### config.mk
export PLATFORM = sky130hd
export DESIGN_NAME = gshare_predictor
export DESIGN_NICKNAME = d
export VERILOG_FILES = /design/src/rtl/gshare_predictor.sv
export SDC_FILE = /design/constraint.sdc
export NUM_CORES = 1
export LEC_CHECK = 0
export CORE_ASPECT_RATIO = 1.25
export CORE_MARGIN = 3
export CORE_UTILIZATION = 60
export CTS_CLUSTER_SIZE = 28
export DETAILED_ROUTE_END_ITERATION = 6
export PLACE_DENSITY = 0.83
export SYNTH_ARGS = -nofsm -noshare
export SYNTH_HDL_FRONTEND = slang
export SYNTH_SLANG_ARGS = --single-unit
### constraint.sdc
create_clock -name clk -period 9.35 [get_ports clk]
set_input_delay 1.4025 -clock clk [delete_from_list [all_inputs] [get_ports clk]]
set_output_delay 1.4025 -clock clk [all_outputs]
set_load 0.1 [all_outputs]
### src/rtl/gshare_predictor.sv
`timescale 1ns/1ps
// -----------------------------------------------------------------------------
// gshare_predictor
//
// Global-history branch predictor. A table of 2-bit saturating counters is
// indexed by pc[INDEX_BITS+1:2] XOR the global history register. Predictions
// are combinational; training happens when the oldest in-flight branch
// resolves. The index used at prediction time is kept in a small in-order
// FIFO so that each resolution trains exactly the entry it predicted from.
//
// After reset the block sweeps the whole table to weakly-not-taken (INIT),
// then switches to RUN and raises o_ready.
//
// Handshake: there is no backpressure. A request is accepted in any RUN cycle
// where i_req_valid=1, and the prediction is valid in that same cycle.
// A resolution is accepted in any RUN cycle where i_fb_valid=1 and always
// refers to the oldest outstanding request. Both are ignored during INIT.
//
// Ports:
//   clk, rst             clock, synchronous active-high reset
//   i_req_valid/i_req_pc  branch decoded this cycle and its PC
//   o_req_prediction      1 = taken (combinational)
//   i_fb_valid            oldest in-flight branch resolved this cycle
//   i_fb_prediction       prediction originally issued for that branch
//   i_fb_outcome          actual direction, 1 = taken
//   i_flush               drop all in-flight FIFO entries
//   o_ready               table initialised, predictor active
//   o_fifo_overflow       sticky: a push was dropped on a full FIFO
//   o_pred_count          accepted predictions (wraps)
//   o_mispredict_count    resolutions with prediction != outcome (wraps)
//
// Constraints: 2 <= GHR_BITS <= INDEX_BITS, FIFO_DEPTH a power of 2, >= 2.
// -----------------------------------------------------------------------------
module gshare_predictor #(
    parameter int INDEX_BITS = 8,
    parameter int GHR_BITS   = 8,
    parameter int FIFO_DEPTH = 4
) (
    input  logic        clk,
    input  logic        rst,
    input  logic        i_req_valid,
    input  logic [31:0] i_req_pc,
    output logic        o_req_prediction,
    input  logic        i_fb_valid,
    input  logic        i_fb_prediction,
    input  logic        i_fb_outcome,
    input  logic        i_flush,
    output logic        o_ready,
    output logic        o_fifo_overflow,
    output logic [31:0] o_pred_count,
    output logic [31:0] o_mispredict_count
);

    localparam int TABLE_SIZE = 1 << INDEX_BITS;
    localparam int PTR_BITS   = $clog2(FIFO_DEPTH);
    localparam int CNT_BITS   = PTR_BITS + 1;

    typedef enum logic {
        ST_INIT = 1'b0,
        ST_RUN  = 1'b1
    } state_t;

    // ---------------------------------------------------------------- state
    state_t                r_state;
    logic                  r_ready;
    logic [INDEX_BITS-1:0] r_init_ptr;
    logic [GHR_BITS-1:0]   r_ghr;
    logic [1:0]            r_table [TABLE_SIZE];
    logic [INDEX_BITS-1:0] r_fifo  [FIFO_DEPTH];
    logic [PTR_BITS-1:0]   r_rd_ptr;
    logic [PTR_BITS-1:0]   r_wr_ptr;
    logic [CNT_BITS-1:0]   r_count;
    logic                  r_overflow;
    logic [31:0]           r_pred_count;
    logic [31:0]           r_misp_count;

    // ---------------------------------------------------------------- wires
    logic                  w_run;
    logic [INDEX_BITS-1:0] w_ghr_ext;
    logic [INDEX_BITS-1:0] w_req_idx;
    logic                  w_empty;
    logic                  w_full;
    logic                  w_req;
    logic                  w_flush;
    logic                  w_pop;
    logic                  w_push;
    logic                  w_drop;
    logic [INDEX_BITS-1:0] w_head_idx;
    logic [1:0]            w_head_ctr;
    logic [1:0]            w_trained_ctr;
    logic                  w_tbl_we;
    logic [INDEX_BITS-1:0] w_tbl_addr;
    logic [1:0]            w_tbl_data;
    logic                  w_unused_pc;

    // PC bits outside the index field do not participate in the hash.
    assign w_unused_pc = &{1'b0, i_req_pc[31:INDEX_BITS+2], i_req_pc[1:0]};

    assign w_run = (r_state == ST_RUN);

    // History is narrower than (or equal to) the index; zero-extend it.
    always_comb begin
        w_ghr_ext                 = '0;
        w_ghr_ext[GHR_BITS-1:0]   = r_ghr;
    end

    assign w_req_idx = i_req_pc[INDEX_BITS+1:2] ^ w_ghr_ext;

    // Reads see the table as it was before this cycle's edge, so a request
    // that hits the entry being trained gets the old counter value.
    assign o_req_prediction = w_run & r_table[w_req_idx][1];

    assign w_empty = (r_count == '0);
    assign w_full  = (r_count == CNT_BITS'(FIFO_DEPTH));
    assign w_req   = w_run & i_req_valid;
    assign w_flush = w_run & i_flush;
    assign w_pop   = w_run & i_fb_valid & ~w_empty;

    // A full FIFO still accepts a push if a slot frees up this cycle, either
    // by a pop or by a flush (which clears before the push lands).
    assign w_push = w_req & (~w_full | w_pop | w_flush);
    assign w_drop = w_req & w_full & ~w_pop & ~w_flush;

    assign w_head_idx = r_fifo[r_rd_ptr];
    assign w_head_ctr = r_table[w_head_idx];

    always_comb begin
        w_trained_ctr = w_head_ctr;
        if (i_fb_outcome) begin
            if (w_head_ctr != 2'b11) begin
                w_trained_ctr = w_head_ctr + 2'd1;
            end
        end else begin
            if (w_head_ctr != 2'b00) begin
                w_trained_ctr = w_head_ctr - 2'd1;
            end
        end
    end

    // One write port: the init sweep owns it in INIT, training owns it in RUN.
    assign w_tbl_we   = ~rst & (~w_run | w_pop);
    assign w_tbl_addr = w_run ? w_head_idx : r_init_ptr;
    assign w_tbl_data = w_run ? w_trained_ctr : 2'b01;

    always_ff @(posedge clk) begin
        if (w_tbl_we) begin
            r_table[w_tbl_addr] <= w_tbl_data;
        end
    end

    always_ff @(posedge clk) begin
        if (w_push) begin
            r_fifo[r_wr_ptr] <= w_req_idx;
        end
    end

    // ------------------------------------------------------- control / FSM
    always_ff @(posedge clk) begin
        if (rst) begin
            r_state      <= ST_INIT;
            r_ready      <= 1'b0;
            r_init_ptr   <= '0;
            r_ghr        <= '0;
            r_rd_ptr     <= '0;
            r_wr_ptr     <= '0;
            r_count      <= '0;
            r_overflow   <= 1'b0;
            r_pred_count <= '0;
            r_misp_count <= '0;
        end else begin
            case (r_state)
                ST_INIT: begin
                    r_init_ptr <= r_init_ptr + 1'b1;
                    if (r_init_ptr == '1) begin
                        r_state <= ST_RUN;
                        r_ready <= 1'b1;
                    end
                end
                ST_RUN: begin
                    if (w_req) begin
                        r_pred_count <= r_pred_count + 32'd1;
                    end
                    if (w_drop) begin
                        r_overflow <= 1'b1;
                    end
                    if (i_fb_valid) begin
                        r_ghr <= {r_ghr[GHR_BITS-2:0], i_fb_outcome};
                        if (i_fb_prediction != i_fb_outcome) begin
                            r_misp_count <= r_misp_count + 32'd1;
                        end
                    end

                    if (w_push) begin
                        r_wr_ptr <= r_wr_ptr + 1'b1;
                    end

                    // Flush discards everything still queued (the head has
                    // already been trained this cycle if w_pop), then the
                    // new request, if any, becomes the only entry.
                    if (w_flush) begin
                        r_rd_ptr <= r_wr_ptr;
                        r_count  <= w_push ? CNT_BITS'(1) : '0;
                    end else begin
                        if (w_pop) begin
                            r_rd_ptr <= r_rd_ptr + 1'b1;
                        end
                        case ({w_push, w_pop})
                            2'b10:   r_count <= r_count + 1'b1;
                            2'b01:   r_count <= r_count - 1'b1;
                            default: r_count <= r_count;
                        endcase
                    end
                end
                default: r_state <= ST_INIT;
            endcase
        end
    end

    assign o_ready            = r_ready;
    assign o_fifo_overflow    = r_overflow;
    assign o_pred_count       = r_pred_count;
    assign o_mispredict_count = r_misp_count;

endmodule
==> report_table.html, run 1 <==
<table>
<tr><th>Metric</th><th>Value</th></tr>
<tr><th colspan="2">Outcome</th></tr>
<tr><td>Run status</td><td>finished clean</td></tr>
<tr><th colspan="2">Global route</th></tr>
<tr><td>Largest net degree at the start of global routing</td><td>157</td></tr>
<tr><td>Met3 Resource Use GR</td><td>6.38%</td></tr>
<tr><td>GR Layer Usage met1</td><td>36.2%</td></tr>
<tr><td>Wire length of the first global-routing pass</td><td>117000 um</td></tr>
<tr><td>Overall track demand over capacity in global routing</td><td>30.2%</td></tr>
<tr><td>Met2 track utilization from global routing</td><td>50.5%</td></tr>
<tr><td>Number of antenna violations at the first check in global routing</td><td>0</td></tr>
<tr><td>Remaining Overflow, GRT</td><td>0</td></tr>
<tr><td>Number of global-route vias before repair</td><td>20000</td></tr>
<tr><td>Highest-utilization routing layer at the global route stage</td><td>met2</td></tr>
<tr><th colspan="2">STA</th></tr>
<tr><td>Setup repair after global routing missed its margin</td><td>false</td></tr>
<tr><td>Shortest clock period the worst path allows after layout</td><td>7.46 ns</td></tr>
<tr><td>Worst hold slack after final layout</td><td>0.472 ns</td></tr>
<tr><td>Achievable Freq</td><td>134 MHz</td></tr>
<tr><td>Total Negative Setup Slacks</td><td>0 ns</td></tr>
<tr><td>Worst relative slew slack</td><td>16.0%</td></tr>
<tr><td>Setup violation total in the final timing report</td><td>0</td></tr>
<tr><td>Clock Skews</td><td>0.0259 ns</td></tr>
<tr><td>Final hold vios</td><td>0</td></tr>
<tr><td>Tcrit/Tclk final</td><td>79.8%</td></tr>
<tr><td>Fin. max-slew vios</td><td>0</td></tr>
<tr><td>Worst-margin pin slew</td><td>1.26 ns</td></tr>
<tr><th colspan="2">Drt</th></tr>
<tr><td>Ratio of routed vias to standard cells</td><td>6.74</td></tr>
<tr><td>DRT Pass-1 Iters</td><td>6</td></tr>
<tr><td>Final wirelength</td><td>77300 um</td></tr>
<tr><td>Post-route antenna net violation count</td><td>0</td></tr>
<tr><td>Number of vias after detailed routing</td><td>19700</td></tr>
<tr><td>Drt drc</td><td>0</td></tr>
<tr><td>Violation count after the first detailed-routing iteration</td><td>2685</td></tr>
<tr><td>Wire per inst</td><td>26.4 um</td></tr>
<tr><th colspan="2">Cells and area</th></tr>
<tr><td>Diodes inserted</td><td>0</td></tr>
<tr><td>Layout cell share with drive strength beyond 1</td><td>12.1%</td></tr>
<tr><td>Layout net count</td><td>2285</td></tr>
<tr><td>Area growth from synthesis to final layout</td><td>11.4%</td></tr>
<tr><th colspan="2">Job</th></tr>
<tr><td>Max-cap violation count</td><td>0</td></tr>
<tr><th colspan="2">Clock tree</th></tr>
<tr><td># clock sinks</td><td>636</td></tr>
<tr><td>Clk Latency, worst-skew pair</td><td>0.61 ns</td></tr>
<tr><td>Clock tree from TritonCTS</td><td>done</td></tr>
<tr><td>Number of hold buffers added after cts</td><td>0</td></tr>
<tr><td>Reg clk slew, reported paths</td><td>0.06 ns</td></tr>
<tr><td>Post-CTS sizing</td><td>0</td></tr>
<tr><td>Post-CTS Setup Inserts</td><td>0</td></tr>
<tr><td>H-tree depth</td><td>2</td></tr>
<tr><td>Buffer cell driving the clock tree root</td><td>sky130_fd_sc_hd__clkbuf_16</td></tr>
<tr><td>Buffer depth of the longest clock path</td><td>3</td></tr>
<tr><td>Inserted Clock Buffers</td><td>56</td></tr>
<tr><th colspan="2">Worst setup path</th></tr>
<tr><td>Worst Path Required</td><td>7.95 ns</td></tr>
<tr><td>Worst R2R Setup Slack</td><td>2.89 ns</td></tr>
<tr><td>Crit path capture type</td><td>primary output</td></tr>
<tr><td>Critical path class</td><td>primary input to primary output</td></tr>
<tr><td>Maximum fanout along the worst path</td><td>68</td></tr>
<tr><td>Category of the worst setup path launch point</td><td>primary input</td></tr>
<tr><td>Data arrival, critical path</td><td>6.06 ns</td></tr>
<tr><th colspan="2">Min path</th></tr>
<tr><td>Path type of the worst min-delay path</td><td>flop to flop</td></tr>
<tr><th colspan="2">Floorplanning</th></tr>
<tr><td>Site row count</td><td>89</td></tr>
<tr><td>I/O pin total</td><td>106</td></tr>
<tr><td>Core area</td><td>0.0474 mm2</td></tr>
<tr><td>X dimension of the die</td><td>203 um</td></tr>
<tr><td>Effective utilization at floorplan</td><td>61.1%</td></tr>
<tr><td>Area of the die</td><td>0.0510 mm2</td></tr>
<tr><td>Die span in y</td><td>252 um</td></tr>
<tr><th colspan="2">Placement</th></tr>
<tr><td>Buffers added on ports</td><td>81</td></tr>
<tr><td>Weighted congestion reported at the end of routability-driven placement</td><td>0.875</td></tr>
<tr><td>HPWL reported at the end of detailed placement</td><td>46600 um</td></tr>
<tr><th colspan="2">Power</th></tr>
<tr><td>Total power density per cell area</td><td>173 mW/mm2</td></tr>
<tr><td>Worst IR Drop VDD</td><td>0.000143 V</td></tr>
<tr><td>Static leakage</td><td>0.0108 uW</td></tr>
<tr><th colspan="2">Logic synthesis</th></tr>
<tr><td>Cell type with the largest total area after synthesis</td><td>sky130_fd_sc_hd__edfxtp_1</td></tr>
<tr><td>Post-synthesis register bit count</td><td>636</td></tr>
<tr><td>Count of flip-flops with a built-in enable after synthesis</td><td>544</td></tr>
<tr><td>Portion of synthesized cell area occupied by the leading cell type</td><td>56.4%</td></tr>
<tr><td>Ys flop type</td><td>sky130_fd_sc_hd__edfxtp_1</td></tr>
<tr><td>Syn nets</td><td>2250</td></tr>
<tr><td>Summed instance area of the synthesized netlist</td><td>0.0290 mm2</td></tr>
<tr><td>Count of yosys warnings during synthesis</td><td>0</td></tr>
<tr><td>Sequential element share of the synthesized area</td><td>62.8%</td></tr>
<tr><td>Count of mapped cells out of synthesis</td><td>2203</td></tr>
<tr><td>Top cells by area in the synthesized netlist</td><td>sky130_fd_sc_hd__edfxtp_1 (56%), sky130_fd_sc_hd__mux4_2 (9.7%), sky130_fd_sc_hd__dfxtp_1 (6.4%)</td></tr>
<tr><td>Count of distinct cell types in the synthesized netlist</td><td>64</td></tr>
<tr><td>Synth Area per Inst</td><td>13.1 um2</td></tr>
<tr><td>Proportion of register bits with asynchronous set or reset after synthesis</td><td>0%</td></tr>
</table>
## final timing paths
check / endpoint / cells past startpoint / from
worst max register to register: r_table[98][0]$_DFFE_PP_ / 12 / flop
worst min register to register: r_ghr[7]$_SDFFE_PP0P_ / 2 / r_ghr[7]$_SDFFE_PP0P_
worst max-delay path: o_req_prediction / 10 / i_req_pc[2]
worst min-delay path: r_ghr[7]$_SDFFE_PP0P_ / 2 / r_ghr[7]$_SDFFE_PP0P_
## routing by layer
layer	up-vias	routed length, um
li1	8326	-
met1	9583	25200
met2	1415	38000
met3	360	8480
met4	0	5660
met5	-	0
## worst max-delay path, stage by stage
cell and delay [ns]:
sky130_fd_sc_hd__clkdlybuf4s50_1 0.56, sky130_fd_sc_hd__xor2_4 0.19, sky130_fd_sc_hd__buf_12 0.48, sky130_fd_sc_hd__mux4_2 0.60
sky130_fd_sc_hd__mux4_2 0.49, sky130_fd_sc_hd__mux4_2 0.53, sky130_fd_sc_hd__mux2i_1 0.35, sky130_fd_sc_hd__nand2_1 0.11
sky130_fd_sc_hd__o211a_1 0.23, sky130_fd_sc_hd__clkdlybuf4s50_1 0.99
## cells in the mapped netlist (3+ instances only)
| library cell | n |
|---|---|
| sky130_fd_sc_hd__edfxtp_1 | 544 |
| sky130_fd_sc_hd__nor2_1 | 365 |
| sky130_fd_sc_hd__nand2_1 | 276 |
| sky130_fd_sc_hd__mux4_2 | 125 |
| sky130_fd_sc_hd__mux2i_1 | 111 |
| sky130_fd_sc_hd__dfxtp_1 | 92 |
| sky130_fd_sc_hd__nand3_1 | 80 |
| sky130_fd_sc_hd__clkbuf_1 | 79 |
| sky130_fd_sc_hd__xor2_1 | 55 |
| sky130_fd_sc_hd__a21oi_1 | 47 |
| sky130_fd_sc_hd__buf_2 | 38 |
| sky130_fd_sc_hd__nor2b_1 | 38 |
| sky130_fd_sc_hd__a211oi_1 | 32 |
| sky130_fd_sc_hd__o21ai_0 | 30 |
| sky130_fd_sc_hd__a31oi_1 | 25 |
| sky130_fd_sc_hd__and3_1 | 25 |
| sky130_fd_sc_hd__a311oi_1 | 18 |
| sky130_fd_sc_hd__or3_1 | 15 |
| sky130_fd_sc_hd__xnor2_1 | 15 |
| sky130_fd_sc_hd__nand4_1 | 14 |
| sky130_fd_sc_hd__a22oi_1 | 13 |
| sky130_fd_sc_hd__mux2_2 | 13 |
| sky130_fd_sc_hd__inv_1 | 11 |
| sky130_fd_sc_hd__buf_4 | 9 |
| sky130_fd_sc_hd__a22o_1 | 8 |
| sky130_fd_sc_hd__buf_6 | 8 |
| sky130_fd_sc_hd__nor3_1 | 8 |
| sky130_fd_sc_hd__a32oi_1 | 7 |
| sky130_fd_sc_hd__and2_1 | 7 |
| sky130_fd_sc_hd__buf_1 | 7 |
| sky130_fd_sc_hd__ha_1 | 7 |
| sky130_fd_sc_hd__nand2b_1 | 7 |
| sky130_fd_sc_hd__a32o_1 | 6 |
| sky130_fd_sc_hd__o211ai_1 | 6 |
| sky130_fd_sc_hd__and4_1 | 5 |
| sky130_fd_sc_hd__nor4_1 | 5 |
| sky130_fd_sc_hd__o2111ai_1 | 5 |
| sky130_fd_sc_hd__o21ai_1 | 5 |
| sky130_fd_sc_hd__a221oi_1 | 4 |
| sky130_fd_sc_hd__o31ai_1 | 4 |
| sky130_fd_sc_hd__and2_0 | 3 |
| sky130_fd_sc_hd__o221ai_1 | 3 |
## where the power goes
part           internal, uW  switching (uW)  total, uW
Combinational          54.4            81.5        136
Clock                  1380            1030       2420
Sequential             3040            2.39       3040
Total                  4480            1120       5590
## layout make-up
class / instances / area (um2)
sequential: 636 / 18200
multi-input combinational: 1415 / 10200
timing repair buffer: 118 / 1150
inverter: 11 / 41.3
clock inverter: 40 / 397
clock buffer: 65 / 1550
tap: 637 / 797
fill: 3169 / 15200
## cells in the final DEF (no fill, tap or decap), types with 30 or more instances in the layout
master and instances:
sky130_fd_sc_hd__a21oi_1 47, sky130_fd_sc_hd__edfxtp_1 544, sky130_fd_sc_hd__mux2i_1 111, sky130_fd_sc_hd__clkdlybuf4s50_1 80, sky130_fd_sc_hd__buf_4 32, sky130_fd_sc_hd__xor2_1 51
sky130_fd_sc_hd__mux4_2 123, sky130_fd_sc_hd__nand2_1 275, sky130_fd_sc_hd__o21ai_0 30, sky130_fd_sc_hd__clkbuf_16 61, sky130_fd_sc_hd__nor2_1 365, sky130_fd_sc_hd__nand3_1 80
sky130_fd_sc_hd__dfxtp_1 92, sky130_fd_sc_hd__a211oi_1 32, sky130_fd_sc_hd__nor2b_1 38
## state kept, by name, indices dropped and copies added (netlist names), named ones only
register / count
r_rd_ptr: 2
r_wr_ptr: 2
o_mispredict_count: 32
r_ghr: 8
r_count: 3
o_fifo_overflow: 1
r_table: 512
r_state: 1
r_fifo: 32
o_pred_count: 32
r_init_ptr: 8
o_ready: 1
## cells by family (layout without fill, tap and decap cells)
family,Yosys count,after routing,share of synthesized area (%)
AOI/OAI and AO/OA,232,232,5.52
xor gates and xnor gates,70,70,2.12
adders and majority gates,9,9,0.410
buffers and inverters,152,234,2.46
DFF,636,636,62.8
muxes,251,251,14.1
and+or+nand+nor,853,853,12.6
## stage by stage
step	setup slack, ns	cells	util [%]	instance area (um2)	power (uW)
2_1_floorplan	2.72	2203	-	29000	3180
3_3_place_gp	1.94	2817	63.9	30300	3230
3_5_place_dp	1.95	2817	63.9	30300	3230
4_1_cts	1.88	2922	68.0	32300	5600
5_1_grt	1.84	2922	68.0	32300	5710
6_report	1.89	2922	68.0	32300	5590
No activity file was read; power rests on OpenSTA's default activity.
==> run 2: changes to the inputs <==
--- a/config.mk
+++ b/config.mk
@@ -7,10 +7,10 @@
 export LEC_CHECK = 0
 export CORE_ASPECT_RATIO = 1.25
 export CORE_MARGIN = 3
-export CORE_UTILIZATION = 60
+export CORE_UTILIZATION = 55
 export CTS_CLUSTER_SIZE = 28
 export DETAILED_ROUTE_END_ITERATION = 6
-export PLACE_DENSITY = 0.83
+export PLACE_DENSITY = 0.8
 export SYNTH_ARGS = -nofsm -noshare
 export SYNTH_HDL_FRONTEND = slang
 export SYNTH_SLANG_ARGS = --single-unit
==> constraint.sdc (replaced) <==
create_clock -name clk -period 6.59 [get_ports clk]
set_input_delay 0.9885 -clock clk [delete_from_list [all_inputs] [get_ports clk]]
set_output_delay 0.9885 -clock clk [all_outputs]
set_load 0.1 [all_outputs]
==> run 2 against run 1 <==
The run now ends with DRC left. First-iteration DRC count down 12%. Sequential cell count did not move. Count of clock-buffer cells in the layout increased by 6. Design area is 1.6% higher. Largest power group unchanged. Register-to-register slack worse by 1.8 ns.
==> report_table.html, run 2 (synthesis gave the netlist of run 1 again) <==
<table>
<tr><th>Metric</th><th>Value</th></tr>
<tr><th colspan="2">Floorplanning</th></tr>
<tr><td>I/O pin total</td><td>106 (unchanged)</td></tr>
<tr><td>Die span in y</td><td>263 um (was 252 um)</td></tr>
<tr><td>X dimension of the die</td><td>211 um (was 203 um)</td></tr>
<tr><td>Effective utilization at floorplan</td><td>55.9% (was 61.1%)</td></tr>
<tr><td>Area of the die</td><td>0.0555 mm2 (was 0.0510 mm2)</td></tr>
<tr><td>Core area</td><td>0.0518 mm2 (was 0.0474 mm2)</td></tr>
<tr><td>Site row count</td><td>93 (was 89)</td></tr>
<tr><th colspan="2">STA</th></tr>
<tr><td>Achievable Freq</td><td>167 MHz</td></tr>
<tr><td>Shortest clock period the worst path allows after layout</td><td>6.00 ns</td></tr>
<tr><td>Setup repair after global routing missed its margin</td><td>false (unchanged)</td></tr>
<tr><td>Tcrit/Tclk final</td><td>91.0%</td></tr>
<tr><td>Fin. max-slew vios</td><td>0 (unchanged)</td></tr>
<tr><td>Worst relative slew slack</td><td>23.3% (was 16.0%)</td></tr>
<tr><td>Clock Skews</td><td>0.0131 ns (was 0.0259 ns)</td></tr>
<tr><td>Worst-margin pin slew</td><td>1.15 ns (was 1.26 ns)</td></tr>
<tr><td>Setup violation total in the final timing report</td><td>0 (unchanged)</td></tr>
<tr><td>Total Negative Setup Slacks</td><td>0 ns (unchanged)</td></tr>
<tr><td>Final hold vios</td><td>0 (unchanged)</td></tr>
<tr><th colspan="2">Placement</th></tr>
<tr><td>Buffers added on ports</td><td>81 (unchanged)</td></tr>
<tr><td>Number of placed instances, taps included</td><td>2870 (was 2817)</td></tr>
<tr><td>HPWL reported at the end of detailed placement</td><td>49600 um (was 46600 um)</td></tr>
<tr><td>Weighted congestion reported at the end of routability-driven placement</td><td>0.922 (was 0.875)</td></tr>
<tr><th colspan="2">Outcome</th></tr>
<tr><td>Failing checks</td><td>DRC</td></tr>
<tr><td>Run status</td><td>complete, but fails checks (was finished clean)</td></tr>
<tr><th colspan="2">Worst setup path</th></tr>
<tr><td>Worst Path Required</td><td>5.60 ns (was 7.95 ns)</td></tr>
<tr><td>Master of the slowest instance on the critical path</td><td>sky130_fd_sc_hd__xor2_4 (was sky130_fd_sc_hd__clkdlybuf4s50_1)</td></tr>
<tr><td>Buf+Inv Stages, Crit Path</td><td>3 (unchanged)</td></tr>
<tr><td>Critical path class</td><td>primary input to primary output (unchanged)</td></tr>
<tr><td>Category of the worst setup path launch point</td><td>primary input (unchanged)</td></tr>
<tr><td>Top cell family by delay on the critical path</td><td>multiplexers (was buffers and inverters)</td></tr>
<tr><td>Critical path cell sequence</td><td>clkdlybuf4s50_1 &gt; xor2_4 &gt; buf_12 &gt; mux4_2 &gt; mux4_2 &gt; mux4_2 &gt; mux2i_1 &gt; nand2_1 &gt; o211a_1 &gt; buf_12 (was clkdlybuf4s50_1 &gt; xor2_4 &gt; buf_12 &gt; mux4_2 &gt; mux4_2 &gt; mux4_2 &gt; mux2i_1 &gt; nand2_1 &gt; o211a_1 &gt; clkdlybuf4s50_1)</td></tr>
<tr><td>Crit path capture type</td><td>primary output (unchanged)</td></tr>
<tr><td>Worst R2R End</td><td>r_table[91][0]$_DFFE_PP_ (was r_table[98][0]$_DFFE_PP_)</td></tr>
<tr><td>Maximum fanout along the worst path</td><td>20 (was 68)</td></tr>
<tr><td>Data arrival, critical path</td><td>5.01 ns (was 6.06 ns)</td></tr>
<tr><td>Worst R2R Setup Slack</td><td>1.09 ns (was 2.89 ns)</td></tr>
<tr><td>Most prevalent standard cell on the critical path</td><td>sky130_fd_sc_hd__mux4_2 (unchanged)</td></tr>
<tr><td>Delay of the slowest cell on the worst path</td><td>0.73 ns (was 0.99 ns)</td></tr>
<tr><td>Worst R2R Path Depth</td><td>12 (unchanged)</td></tr>
<tr><th colspan="2">Drt</th></tr>
<tr><td>DRT Pass-1 Iters</td><td>7 (was 6)</td></tr>
<tr><td>Ratio of routed vias to standard cells</td><td>6.65 (was 6.74)</td></tr>
<tr><td>Number of vias after detailed routing</td><td>19800 (was 19700)</td></tr>
<tr><td>Post-route antenna net violation count</td><td>0 (unchanged)</td></tr>
<tr><td>Drt drc</td><td>1 (was 0)</td></tr>
<tr><td>Violation count after the first detailed-routing iteration</td><td>2372 (was 2685)</td></tr>
<tr><td>Final wirelength</td><td>79800 um (was 77300 um)</td></tr>
<tr><td>Wire per inst</td><td>26.8 um (was 26.4 um)</td></tr>
<tr><th colspan="2">Power</th></tr>
<tr><td>Total power consumption of the routed design</td><td>8170 uW (was 5590 uW)</td></tr>
<tr><td>Static leakage</td><td>0.0111 uW (was 0.0108 uW)</td></tr>
<tr><td>Worst IR Drop VDD</td><td>0.000207 V (was 0.000143 V)</td></tr>
<tr><td>Total power density per cell area</td><td>249 mW/mm2 (was 173 mW/mm2)</td></tr>
<tr><th colspan="2">Global route</th></tr>
<tr><td>Wire length of the first global-routing pass</td><td>119000 um (was 117000 um)</td></tr>
<tr><td>Number of antenna violations at the first check in global routing</td><td>1 (was 0)</td></tr>
<tr><td>Remaining Overflow, GRT</td><td>0 (unchanged)</td></tr>
<tr><td>Overall track demand over capacity in global routing</td><td>28.5% (was 30.2%)</td></tr>
<tr><td>Largest net degree at the start of global routing</td><td>92 (was 157)</td></tr>
<tr><td>Number of global-route vias before repair</td><td>20000 (about the same)</td></tr>
<tr><th colspan="2">Clock tree</th></tr>
<tr><td>Post-CTS Setup Inserts</td><td>0 (unchanged)</td></tr>
<tr><td>Inserted Clock Buffers</td><td>57 (was 56)</td></tr>
<tr><td>H-tree depth</td><td>2 (unchanged)</td></tr>
<tr><td>Buffer cell driving the clock tree root</td><td>sky130_fd_sc_hd__clkbuf_16 (unchanged)</td></tr>
<tr><td>Clk Latency, worst-skew pair</td><td>0.62 ns (was 0.61 ns)</td></tr>
<tr><td>Reg clk slew, reported paths</td><td>0.06 ns (about the same)</td></tr>
<tr><td>Clock tree from TritonCTS</td><td>done (unchanged)</td></tr>
<tr><td># clock sinks</td><td>636 (unchanged)</td></tr>
<tr><td>Buffer depth of the longest clock path</td><td>3 (unchanged)</td></tr>
<tr><td>Post-CTS sizing</td><td>0 (unchanged)</td></tr>
<tr><td>Number of hold buffers added after cts</td><td>0 (unchanged)</td></tr>
<tr><th colspan="2">Cells and area</th></tr>
<tr><td>Largest Register</td><td>r_table (unchanged)</td></tr>
<tr><td>Area growth from synthesis to final layout</td><td>13.2% (was 11.4%)</td></tr>
<tr><td>Layout net count</td><td>2311 (was 2285)</td></tr>
<tr><td>Leading cell type in the layout, fill and taps excluded</td><td>sky130_fd_sc_hd__edfxtp_1 (unchanged)</td></tr>
<tr><td>Number of flip-flops under the largest register name</td><td>512 (unchanged)</td></tr>
<tr><td>Most frequent cells in the layout</td><td>sky130_fd_sc_hd__edfxtp_1 (544), sky130_fd_sc_hd__nor2_1 (364), sky130_fd_sc_hd__nand2_1 (275), sky130_fd_sc_hd__mux4_2 (123), sky130_fd_sc_hd__mux2i_1 (111) (was sky130_fd_sc_hd__edfxtp_1 (544), sky130_fd_sc_hd__nor2_1 (365), sky130_fd_sc_hd__nand2_1 (275), sky130_fd_sc_hd__mux4_2 (123), sky130_fd_sc_hd__mux2i_1 (111))</td></tr>
<tr><td>Layout cell share with drive strength beyond 1</td><td>13.5% (was 12.1%)</td></tr>
<tr><td>Final Instance Count excl. Fillers</td><td>2977 (was 2922)</td></tr>
<tr><th colspan="2">Min path</th></tr>
<tr><td>Hold Crit Depth</td><td>2 (unchanged)</td></tr>
<tr><td>Worst hold path startpoint</td><td>r_ghr[7]$_SDFFE_PP0P_ (unchanged)</td></tr>
<tr><td>Path type of the worst min-delay path</td><td>flop to flop (unchanged)</td></tr>
<tr><td>Hold endpoint</td><td>r_ghr[7]$_SDFFE_PP0P_ (unchanged)</td></tr>
<tr><th colspan="2">Job</th></tr>
<tr><td>Max-cap violation count</td><td>0 (unchanged)</td></tr>
</table>
## run 2: cell types whose count changed in the layout (fill, tap and decap cells not counted), sizes merged, moves of 5 or more
cell,change
buf,+26
bufinv,+5
clkbuf,+6
clkinv,-9
## run 2: layout make-up
cell class / instances / area, um2
well taps: 665 / 832
clock inverters: 35 / 493
multi-input cells: 1415 / 10200
repair buffers: 143 / 1470
diodes: 1 / 2.50
fillers: 3646 / 19000
clock buffers: 71 / 1580
flip-flops and latches: 636 / 18200
inverters: 11 / 41.3
## run 2: per-layer routing
metal  track usage (%)  part of all wire [%]  vias up  routed length [um]
li1                  -                     -     8375                   -
met1              33.9                    33     9801               26500
met2              47.1                    49     1280               39000
met4              18.7                   7.9        0                6270
met3              5.89                    10      330                8010
met5                 0                     0        -                   0
## run 2: worst max-delay path by stage
stage	from	end	slack, ns	cells past startpoint
after global routing	i_req_pc[3]	o_req_prediction	0.58	10
after CTS	i_req_pc[3]	o_req_prediction	0.81	10
after floorplan	flop	r_table[0][0]$_DFFE_PP_	1.55	12
after global placement	i_req_pc[3]	o_req_prediction	0.81	10
after detailed placement	i_req_pc[3]	o_req_prediction	0.80	9
final	i_req_pc[3]	o_req_prediction	0.59	10
## run 2: per-stage QoR
stage               cell area [um2]  util (%)  hold WS (ns)  setup WS, ns
CTS                           32800      63.3         0.490         0.806
global route                  32800      63.3         0.507         0.578
floorplan                     29000         -         0.448          1.55
global placement              30700      59.3         0.459         0.812
finish                        32800      63.3         0.485         0.592
detailed placement            30700      59.3         0.480         0.804
## run 2: worst reg2reg max path: cells and delay by family, from the launching register on
family | cells | cell delay [ns]
AO/OA/AOI/OAI | 1 | 0.40
adder cells (fa/ha/maj) | 1 | 0.26
flip-flops | 1 | 0.76
AND/OR/NAND/NOR | 5 | 1.45
buffers and inverters | 2 | 0.78
multiplexers | 3 | 1.53
## run 2: where the power goes
| group | total [uW] | internal [uW] | switching [uW] | leakage [uW] |
|---|---|---|---|---|
| logic | 197 | 80.1 | 117 | 0.00395 |
| registers | 4310 | 4310 | 3.56 | 0.00610 |
| clock network | 3660 | 2180 | 1480 | 0.00102 |
